==> config.mk <==
export PLATFORM = sky130hd
export DESIGN_NAME = operand_load_unit
export DESIGN_NICKNAME = d
export VERILOG_FILES = /design/src/rtl/load_group_pkg.sv /design/src/rtl/operand_load_unit_pkg.sv /design/src/rtl/operand_load_unit_immediate_extractor.sv /design/src/rtl/operand_load_unit.sv
export SDC_FILE = /design/constraint.sdc
export NUM_CORES = 1
export LEC_CHECK = 0
export ABC_AREA = 1
export CORE_MARGIN = 1
export CORE_UTILIZATION = 40
export CTS_CLUSTER_SIZE = 16
export DETAILED_ROUTE_END_ITERATION = 6
export HOLD_SLACK_MARGIN = 0.12
export PLACE_DENSITY = 0.93
export SETUP_SLACK_MARGIN = 0.15
export SLEW_MARGIN = 10
export SYNTH_ARGS = -nofsm -noshare
export SYNTH_HDL_FRONTEND = slang
export SYNTH_SLANG_ARGS = --single-unit
export TNS_END_PERCENT = 20
==> constraint.sdc <==
create_clock -name clk -period 2.35 [get_ports clk]
set_input_delay 0.47 -clock clk [delete_from_list [all_inputs] [get_ports clk]]
set_output_delay 0.47 -clock clk [all_outputs]
set_load 0.02 [all_outputs]
==> src/rtl/load_group_pkg.sv <==
// Controller load-code bus shared with the datapath.
// Codes 12..15 are unassigned and decode as NO_OP.
package loadGroup;

  typedef enum logic [3:0] {
    NO_OP         = 4'd0,
    NEXTPC_IMM24  = 4'd1,
    RFA_IMM19     = 4'd2,
    NEXTPC_IMM21B = 4'd3,
    NEXTPC_IMM21C = 4'd4,
    NULL_COMBO    = 4'd5,
    NULL_RFB      = 4'd6,
    RFA_IMM16A    = 4'd7,
    RFA_IMM16B    = 4'd8,
    RFA_IMM21A    = 4'd9,
    RFA_IMM5      = 4'd10,
    RFA_RFB       = 4'd11
  } controlBus;

endpackage

==> src/rtl/operand_load_unit_pkg.sv <==
// Shared types and immediate field positions for operand_load_unit.
// Field positions assume a 32-bit instruction word.
package operandLoadPkg;

  typedef enum logic {
    EMPTY = 1'b0,
    FULL  = 1'b1
  } state_e;

  typedef enum logic [1:0] {
    ZERO,
    RFA,
    NEXTPC
  } srcA_e;

  typedef enum logic [3:0] {
    RFB,
    IMM24,
    IMM19,
    IMM21B,
    IMM21C,
    IMM16A,
    IMM16B,
    IMM21A,
    IMM5,
    UPPER16
  } srcB_e;

  localparam int IMM24_HI   = 23;
  localparam int IMM19_HI   = 18;
  localparam int IMM21_HI   = 20;
  localparam int IMM16_HI   = 15;
  localparam int IMM16B_LHI = 10;
  localparam int IMM5_HI    = 4;
  localparam int IMMX_UHI   = 25;
  localparam int IMMX_ULO   = 21;
  localparam int BR_SHIFT   = 2;

endpackage

==> src/rtl/operand_load_unit_immediate_extractor.sv <==
// Combinational immediate extraction and extension
// from the latched instruction word.
module immediate_extractor
  import operandLoadPkg::*;
#(
  parameter int DATA_WIDTH  = 32,
  parameter int INSTR_WIDTH = 32
) (
  input  logic [INSTR_WIDTH-1:0] i_instr,
  output logic [DATA_WIDTH-1:0]  o_imm24,
  output logic [DATA_WIDTH-1:0]  o_imm19,
  output logic [DATA_WIDTH-1:0]  o_imm21b,
  output logic [DATA_WIDTH-1:0]  o_imm21c,
  output logic [DATA_WIDTH-1:0]  o_imm16a,
  output logic [DATA_WIDTH-1:0]  o_imm16b,
  output logic [DATA_WIDTH-1:0]  o_imm21a,
  output logic [DATA_WIDTH-1:0]  o_imm5,
  output logic [DATA_WIDTH-1:0]  o_upper16
);

  logic [20:0] w_c21;
  logic [15:0] w_c16;
  logic        w_unused_hi;

  assign w_c21 = {i_instr[IMMX_UHI:IMMX_ULO],
                  i_instr[IMM16_HI:0]};
  assign w_c16 = {i_instr[IMMX_UHI:IMMX_ULO],
                  i_instr[IMM16B_LHI:0]};

  assign o_imm24 =
    DATA_WIDTH'($signed(i_instr[IMM24_HI:0]))
    << BR_SHIFT;
  assign o_imm19 =
    DATA_WIDTH'($signed(i_instr[IMM19_HI:0]))
    << BR_SHIFT;
  assign o_imm21b =
    DATA_WIDTH'($signed(i_instr[IMM21_HI:0]));
  assign o_imm21c = DATA_WIDTH'($signed(w_c21));
  assign o_imm16a =
    DATA_WIDTH'($signed(i_instr[IMM16_HI:0]));
  assign o_imm16b = DATA_WIDTH'($signed(w_c16));
  assign o_imm21a =
    DATA_WIDTH'($signed(i_instr[IMM21_HI:0]));
  assign o_imm5 = DATA_WIDTH'(i_instr[IMM5_HI:0]);
  assign o_upper16 =
    DATA_WIDTH'({i_instr[IMM16_HI:0], 16'h0});

  // Opcode bits are decoded upstream, not here.
  assign w_unused_hi =
    ^i_instr[INSTR_WIDTH-1:IMMX_UHI+1];

endmodule

==> src/rtl/operand_load_unit.sv <==
// Operand load unit: decodes load codes, registers operands A/B.
// Optional write-back forwarding: define OPERAND_LOAD_FORWARD_EN.
module operand_load_unit
  import loadGroup::*;
  import operandLoadPkg::*;
#(
  parameter int DATA_WIDTH  = 32,
  parameter int INSTR_WIDTH = 32
) (
  input  logic                   clk,
  input  logic                   reset,
  input  logic                   enable,
  input  controlBus              loadControl,
  input  logic [INSTR_WIDTH-1:0] instructionWord,
  input  logic [DATA_WIDTH-1:0]  nextPc,
  input  logic [DATA_WIDTH-1:0]  rfA,
  input  logic [DATA_WIDTH-1:0]  rfB,
`ifdef OPERAND_LOAD_FORWARD_EN
  input  logic                   wbEnable,
  input  logic [4:0]             wbAddr,
  input  logic [DATA_WIDTH-1:0]  wbData,
  input  logic [4:0]             rfAAddr,
  input  logic [4:0]             rfBAddr,
`endif
  output logic [DATA_WIDTH-1:0]  operandA,
  output logic [DATA_WIDTH-1:0]  operandB,
  output logic                   operandValid,
  input  logic                   operandReady,
  output logic                   loadStall
);

  state_e                r_state;
  state_e                w_state_nx;
  logic [DATA_WIDTH-1:0] r_opA;
  logic [DATA_WIDTH-1:0] r_opB;
  logic [DATA_WIDTH-1:0] w_rfA;
  logic [DATA_WIDTH-1:0] w_rfB;
  logic [DATA_WIDTH-1:0] w_muxA;
  logic [DATA_WIDTH-1:0] w_muxB;
  srcA_e                 w_srcA;
  srcB_e                 w_srcB;
  logic                  w_load;
  logic                  w_capture;

  logic [DATA_WIDTH-1:0] w_imm24;
  logic [DATA_WIDTH-1:0] w_imm19;
  logic [DATA_WIDTH-1:0] w_imm21b;
  logic [DATA_WIDTH-1:0] w_imm21c;
  logic [DATA_WIDTH-1:0] w_imm16a;
  logic [DATA_WIDTH-1:0] w_imm16b;
  logic [DATA_WIDTH-1:0] w_imm21a;
  logic [DATA_WIDTH-1:0] w_imm5;
  logic [DATA_WIDTH-1:0] w_upper16;

  immediate_extractor #(
    .DATA_WIDTH  (DATA_WIDTH),
    .INSTR_WIDTH (INSTR_WIDTH)
  ) u_imm (
    .i_instr   (instructionWord),
    .o_imm24   (w_imm24),
    .o_imm19   (w_imm19),
    .o_imm21b  (w_imm21b),
    .o_imm21c  (w_imm21c),
    .o_imm16a  (w_imm16a),
    .o_imm16b  (w_imm16b),
    .o_imm21a  (w_imm21a),
    .o_imm5    (w_imm5),
    .o_upper16 (w_upper16)
  );

`ifdef OPERAND_LOAD_FORWARD_EN
  // r0 is hardwired zero, so a write to it is never forwarded.
  assign w_rfA = (wbEnable && wbAddr != 5'd0 &&
                  wbAddr == rfAAddr) ? wbData : rfA;
  assign w_rfB = (wbEnable && wbAddr != 5'd0 &&
                  wbAddr == rfBAddr) ? wbData : rfB;
`else
  assign w_rfA = rfA;
  assign w_rfB = rfB;
`endif

  always_comb begin
    w_load = 1'b1;
    w_srcA = ZERO;
    w_srcB = RFB;
    case (loadControl)
      NEXTPC_IMM24:  begin w_srcA = NEXTPC; w_srcB = IMM24;   end
      RFA_IMM19:     begin w_srcA = RFA;    w_srcB = IMM19;   end
      NEXTPC_IMM21B: begin w_srcA = NEXTPC; w_srcB = IMM21B;  end
      NEXTPC_IMM21C: begin w_srcA = NEXTPC; w_srcB = IMM21C;  end
      NULL_COMBO:    begin w_srcA = ZERO;   w_srcB = UPPER16; end
      NULL_RFB:      begin w_srcA = ZERO;   w_srcB = RFB;     end
      RFA_IMM16A:    begin w_srcA = RFA;    w_srcB = IMM16A;  end
      RFA_IMM16B:    begin w_srcA = RFA;    w_srcB = IMM16B;  end
      RFA_IMM21A:    begin w_srcA = RFA;    w_srcB = IMM21A;  end
      RFA_IMM5:      begin w_srcA = RFA;    w_srcB = IMM5;    end
      RFA_RFB:       begin w_srcA = RFA;    w_srcB = RFB;     end
      default:       w_load = 1'b0;
    endcase
  end

  always_comb begin
    w_muxA = '0;
    case (w_srcA)
      RFA:     w_muxA = w_rfA;
      NEXTPC:  w_muxA = nextPc;
      default: w_muxA = '0;
    endcase
  end

  always_comb begin
    w_muxB = w_rfB;
    case (w_srcB)
      IMM24:   w_muxB = w_imm24;
      IMM19:   w_muxB = w_imm19;
      IMM21B:  w_muxB = w_imm21b;
      IMM21C:  w_muxB = w_imm21c;
      IMM16A:  w_muxB = w_imm16a;
      IMM16B:  w_muxB = w_imm16b;
      IMM21A:  w_muxB = w_imm21a;
      IMM5:    w_muxB = w_imm5;
      UPPER16: w_muxB = w_upper16;
      default: w_muxB = w_rfB;
    endcase
  end

  always_ff @(posedge clk) begin
    if (reset) r_state <= EMPTY;
    else if (enable) r_state <= w_state_nx;
  end

  always_comb begin
    w_state_nx = r_state;
    case (r_state)
      EMPTY: if (w_load) w_state_nx = FULL;
      FULL: begin
        if (operandReady)
          w_state_nx = w_load ? FULL : EMPTY;
      end
      default: w_state_nx = EMPTY;
    endcase
  end

  always_comb begin
    operandValid = (r_state == FULL);
    loadStall    = operandValid & ~operandReady;
  end

  // A held pair blocks capture until the consumer takes it.
  assign w_capture = enable & w_load &
                     ((r_state == EMPTY) | operandReady);

  always_ff @(posedge clk) begin
    if (reset) begin
      r_opA <= '0;
      r_opB <= '0;
    end else if (w_capture) begin
      r_opA <= w_muxA;
      r_opB <= w_muxB;
    end
  end

  assign operandA = r_opA;
  assign operandB = r_opB;

endmodule

==> summary.md <==
| Metric | Value |
|---|---|
| Outcome | completed |
| Post-synthesis cell type count | 25 |
| Clk slew on worst S/H paths | 80 ps |
| Grt total ovfl | 0 |
| Async SR Flop Fraction | 0% |
| Synthesized cell area | 3830 µm² |
| Initial antenna violation count | 0 |
| IO Pins | 202 |
| DRC | 0 |
| Most frequent cells after synthesis | nand2_1, a21oi_1, dfxtp_1 |
| Arrival time worst endpoint | 2410 ps |
| DRT iter0 DRCs | 375 |
| Cell taking the most area after synthesis | dfxtp_1 |
| Area share of the largest cell type after synthesis | 34.0% |
| FP Rows | 35 |
| Detailed placement HPWL | 9440 µm |
| Vias in the first global route | 4414 |
| #FFs+latches synth | 65 |
| Cells on Worst Hold Path | 2 |
| Critical R2R Launch | operandValid$_SDFFE_PP0P_ |
| CP endpoint kind | flip-flop |
| Hold EP | operandA[6]$_SDFFE_PP0P_ |
| DR WL/cell | 14.3 µm |
| Unrepaired setup endpoints after global routing | false |
| Total CTS buffers | 9 |
| Layout Nets | 961 |
| Area of the multi-input gates | 2240 µm² |
| Tcrit/Tclk final | 91.6% |
| Placed Instances | 939 |
| TritonCTS clock tree | built |
| Crit path launch | loadControl[0] |
| Ys Warns | 0 |
| Top cells by area, synth | dfxtp_1, nand2_1, a21oi_1, nand3_1, inv_1 |
| Die X-Extent | 99.9 µm |
| Synthesis-to-finish area growth | 66.3% |
| Depth of the CTS H-tree | 3 |
| Fin cells | 957 |
| Effective utilization at floorplan | 41.5% |
| Leakage | 2.64 nW |
| Layout Utilization | 69.0% |
| Share of cells above drive strength 1 | 8.94% |
| ANT nets after route | 0 |
| PortBufs | 195 |
| Final Critical Period | 2150 ps |
| DR pass1 iterations | 5 |
| FILL cells | 774 |
| Worst IR drop on VDD | 257 µV |
| Synth Instances | 622 |
| FF+latch area | 1300 µm² |
| Final Hold Vio Count | 0 |
| Total chip power | 0.00310 W |
| RePlAce Congestion | 0.965 |
| Latest clock arrival within the worst-skew pair | 340 ps |
| Worst hold path class | flip-flop to flip-flop |
| Actual slew at the worst max-slew pin | 730 ps |
| Sequential fraction of the synthesis area | 34.0% |
| Crit-path max FO | 16 |
| Max Freq | 465 MHz |
| Synth Net Count | 760 |
| Fin worst setup slack | 198 ps |
| Pwr/cell area | 486 nW/µm² |
| Largest net degree at the start of global routing | 49 |
| Post-Route WL | 13700 µm |
| Die Ht | 99.9 µm |
| GRT Resource Usage Total | 26.5% |
| CTS max path bufs | 2 |
| Die Area | 9980 µm² |
| Clock Sinks | 65 |
| N_diodes | 0 |
| Avg Cell Area, Syn | 6.16 µm² |
| Layout Skew | 8.85 ps |
| Worst Reg2Reg Path Length in Cells | 6 |
| CTS root buffer | clkbuf_8 |
| Setup WS pre-CTS | -628 ps |
| Vias/cell | 5.08 |
| CORE AREA | 9240 µm² |
| Via Count | 4860 |
| Setup TNS | 0 ps |
| Reg2reg end | operandB[3]$_SDFFE_PP0P_ |
| # Max-Cap Violations | 0 |
| Rel. slew slack | 51.2% |
| Final Max Slew Viols | 0 |
| Most frequent cell after synthesis | nand2_1 |
| Setup Crit Path Kind | input port to flip-flop |
| R2R Setup Slk | 1000 ps |
| Global-route wire length before repair | 21200 µm |
| EDFF count, synth | 0 |
| Predominant post-synthesis flop cell | dfxtp_1 |
| Worst EP required | 2610 ps |
| CP startpoint kind | input port |
| Setup violators final | 0 |
| Worst Min Path Start | operandA[6]$_SDFFE_PP0P_ |
## metrics by stage
stage | area [µm²] | hold WS [ps]
after global routing | 6370 | 482
after detailed placement | 6100 | 455
after CTS | 6310 | 467
after floorplan | 3830 | 540
final | 6370 | 464
after global placement | 6100 | 450
## flip-flops by register name, summed over array words and instances (netlist names)
register	cells
operandA	32
operandB	32
operandValid	1
## final cells by class
class / instances / area share (%)
Clock buffer: 10 / 2.16
Clock inverter: 6 / 0.668
Inverter: 40 / 2.36
Multi-Input combinational cell: 477 / 35.1
Sequential cell: 65 / 20.4
Tap cell: 129 / 2.53
Timing Repair Buffer: 230 / 36.8
## worst max path at each step
stage	end	slack (ps)	cells after the start
6_report	operandA[16]$_SDFFE_PP0P_	200	11
2_1_floorplan	operandA[22]$_SDFFE_PP0P_	200	10
4_1_cts	operandA[1]$_SDFFE_PP0P_	150	12
5_1_grt	operandA[16]$_SDFFE_PP0P_	120	11
3_3_place_gp	operandB[19]$_SDFFE_PP0P_	-470	9
3_5_place_dp	operandB[27]$_SDFFE_PP0P_	-630	9
## power breakdown
group	switching, W	total, W	internal (W)
registers	0.0000310	0.00119	0.00116
logic	0.000506	0.00101	0.000506
clock network	0.000476	0.000890	0.000413
total	0.00101	0.00310	0.00208
## critical path: stages
cell and delay, ps:
dlygate4sd2_1 350, nor2_1 150, nand2_1 100, inv_1 60, nor4_4 370, ha_4 230, clkbuf_16 180, nand2_1 60
a21oi_1 150, nand2_1 90, a21oi_1 190
## cells by family (layout without fill, tap and decap cells)
| logic type | Yosys count | after routing | share of synthesized area (%) |
|---|---|---|---|
| and+or+nand+nor | 346 | 346 | 37.9 |
| DFF | 65 | 65 | 34.0 |
| adders and majority gates | 2 | 2 | 0.653 |
| AOI/OAI and AO/OA | 129 | 129 | 18.5 |
| buffers and inverters | 80 | 286 | 9.04 |
## layout by cell type, fill, tap and decap left out, types with 4 or more instances in the layout
| master | synthesis | routed |
|---|---|---|
| o21ai_1 | 5 | 5 |
| clkbuf_8 | 0 | 10 |
| nor2_2 | 5 | 4 |
| buf_12 | 0 | 8 |
| dfxtp_1 | 65 | 65 |
| nand4_1 | 15 | 15 |
| nand3_1 | 53 | 52 |
| buf_4 | 5 | 25 |
| nor2_1 | 16 | 16 |
| a21oi_1 | 86 | 83 |
| nand2_1 | 250 | 250 |
| o21ai_0 | 12 | 12 |
| inv_1 | 38 | 37 |
| a22oi_1 | 4 | 4 |
| o21a_1 | 16 | 16 |
| nor2_4 | 3 | 4 |
| clkdlybuf4s50_1 | 0 | 190 |
## what timing repair did
item / in CTS / in global routing
resized for setup: 8 / 6
buffers inserted: 0 / 0
cloned: 0 / 2
setup endpoints to repair: 64 / 44
hold buffers: 0 / 0
endpoints found under the hold margin: 0 / 0
pin swaps: 1 / 2
## layer usage
metal	track usage [%]	vias to the layer above	share of wire [%]
met1	33.8	2170	41
li1	-	2428	-
met2	43.5	228	47
met3	6.96	34	8.9
met4	9.05	0	2.8
met5	0	-	0
Power figures use the tool's default switching activity.
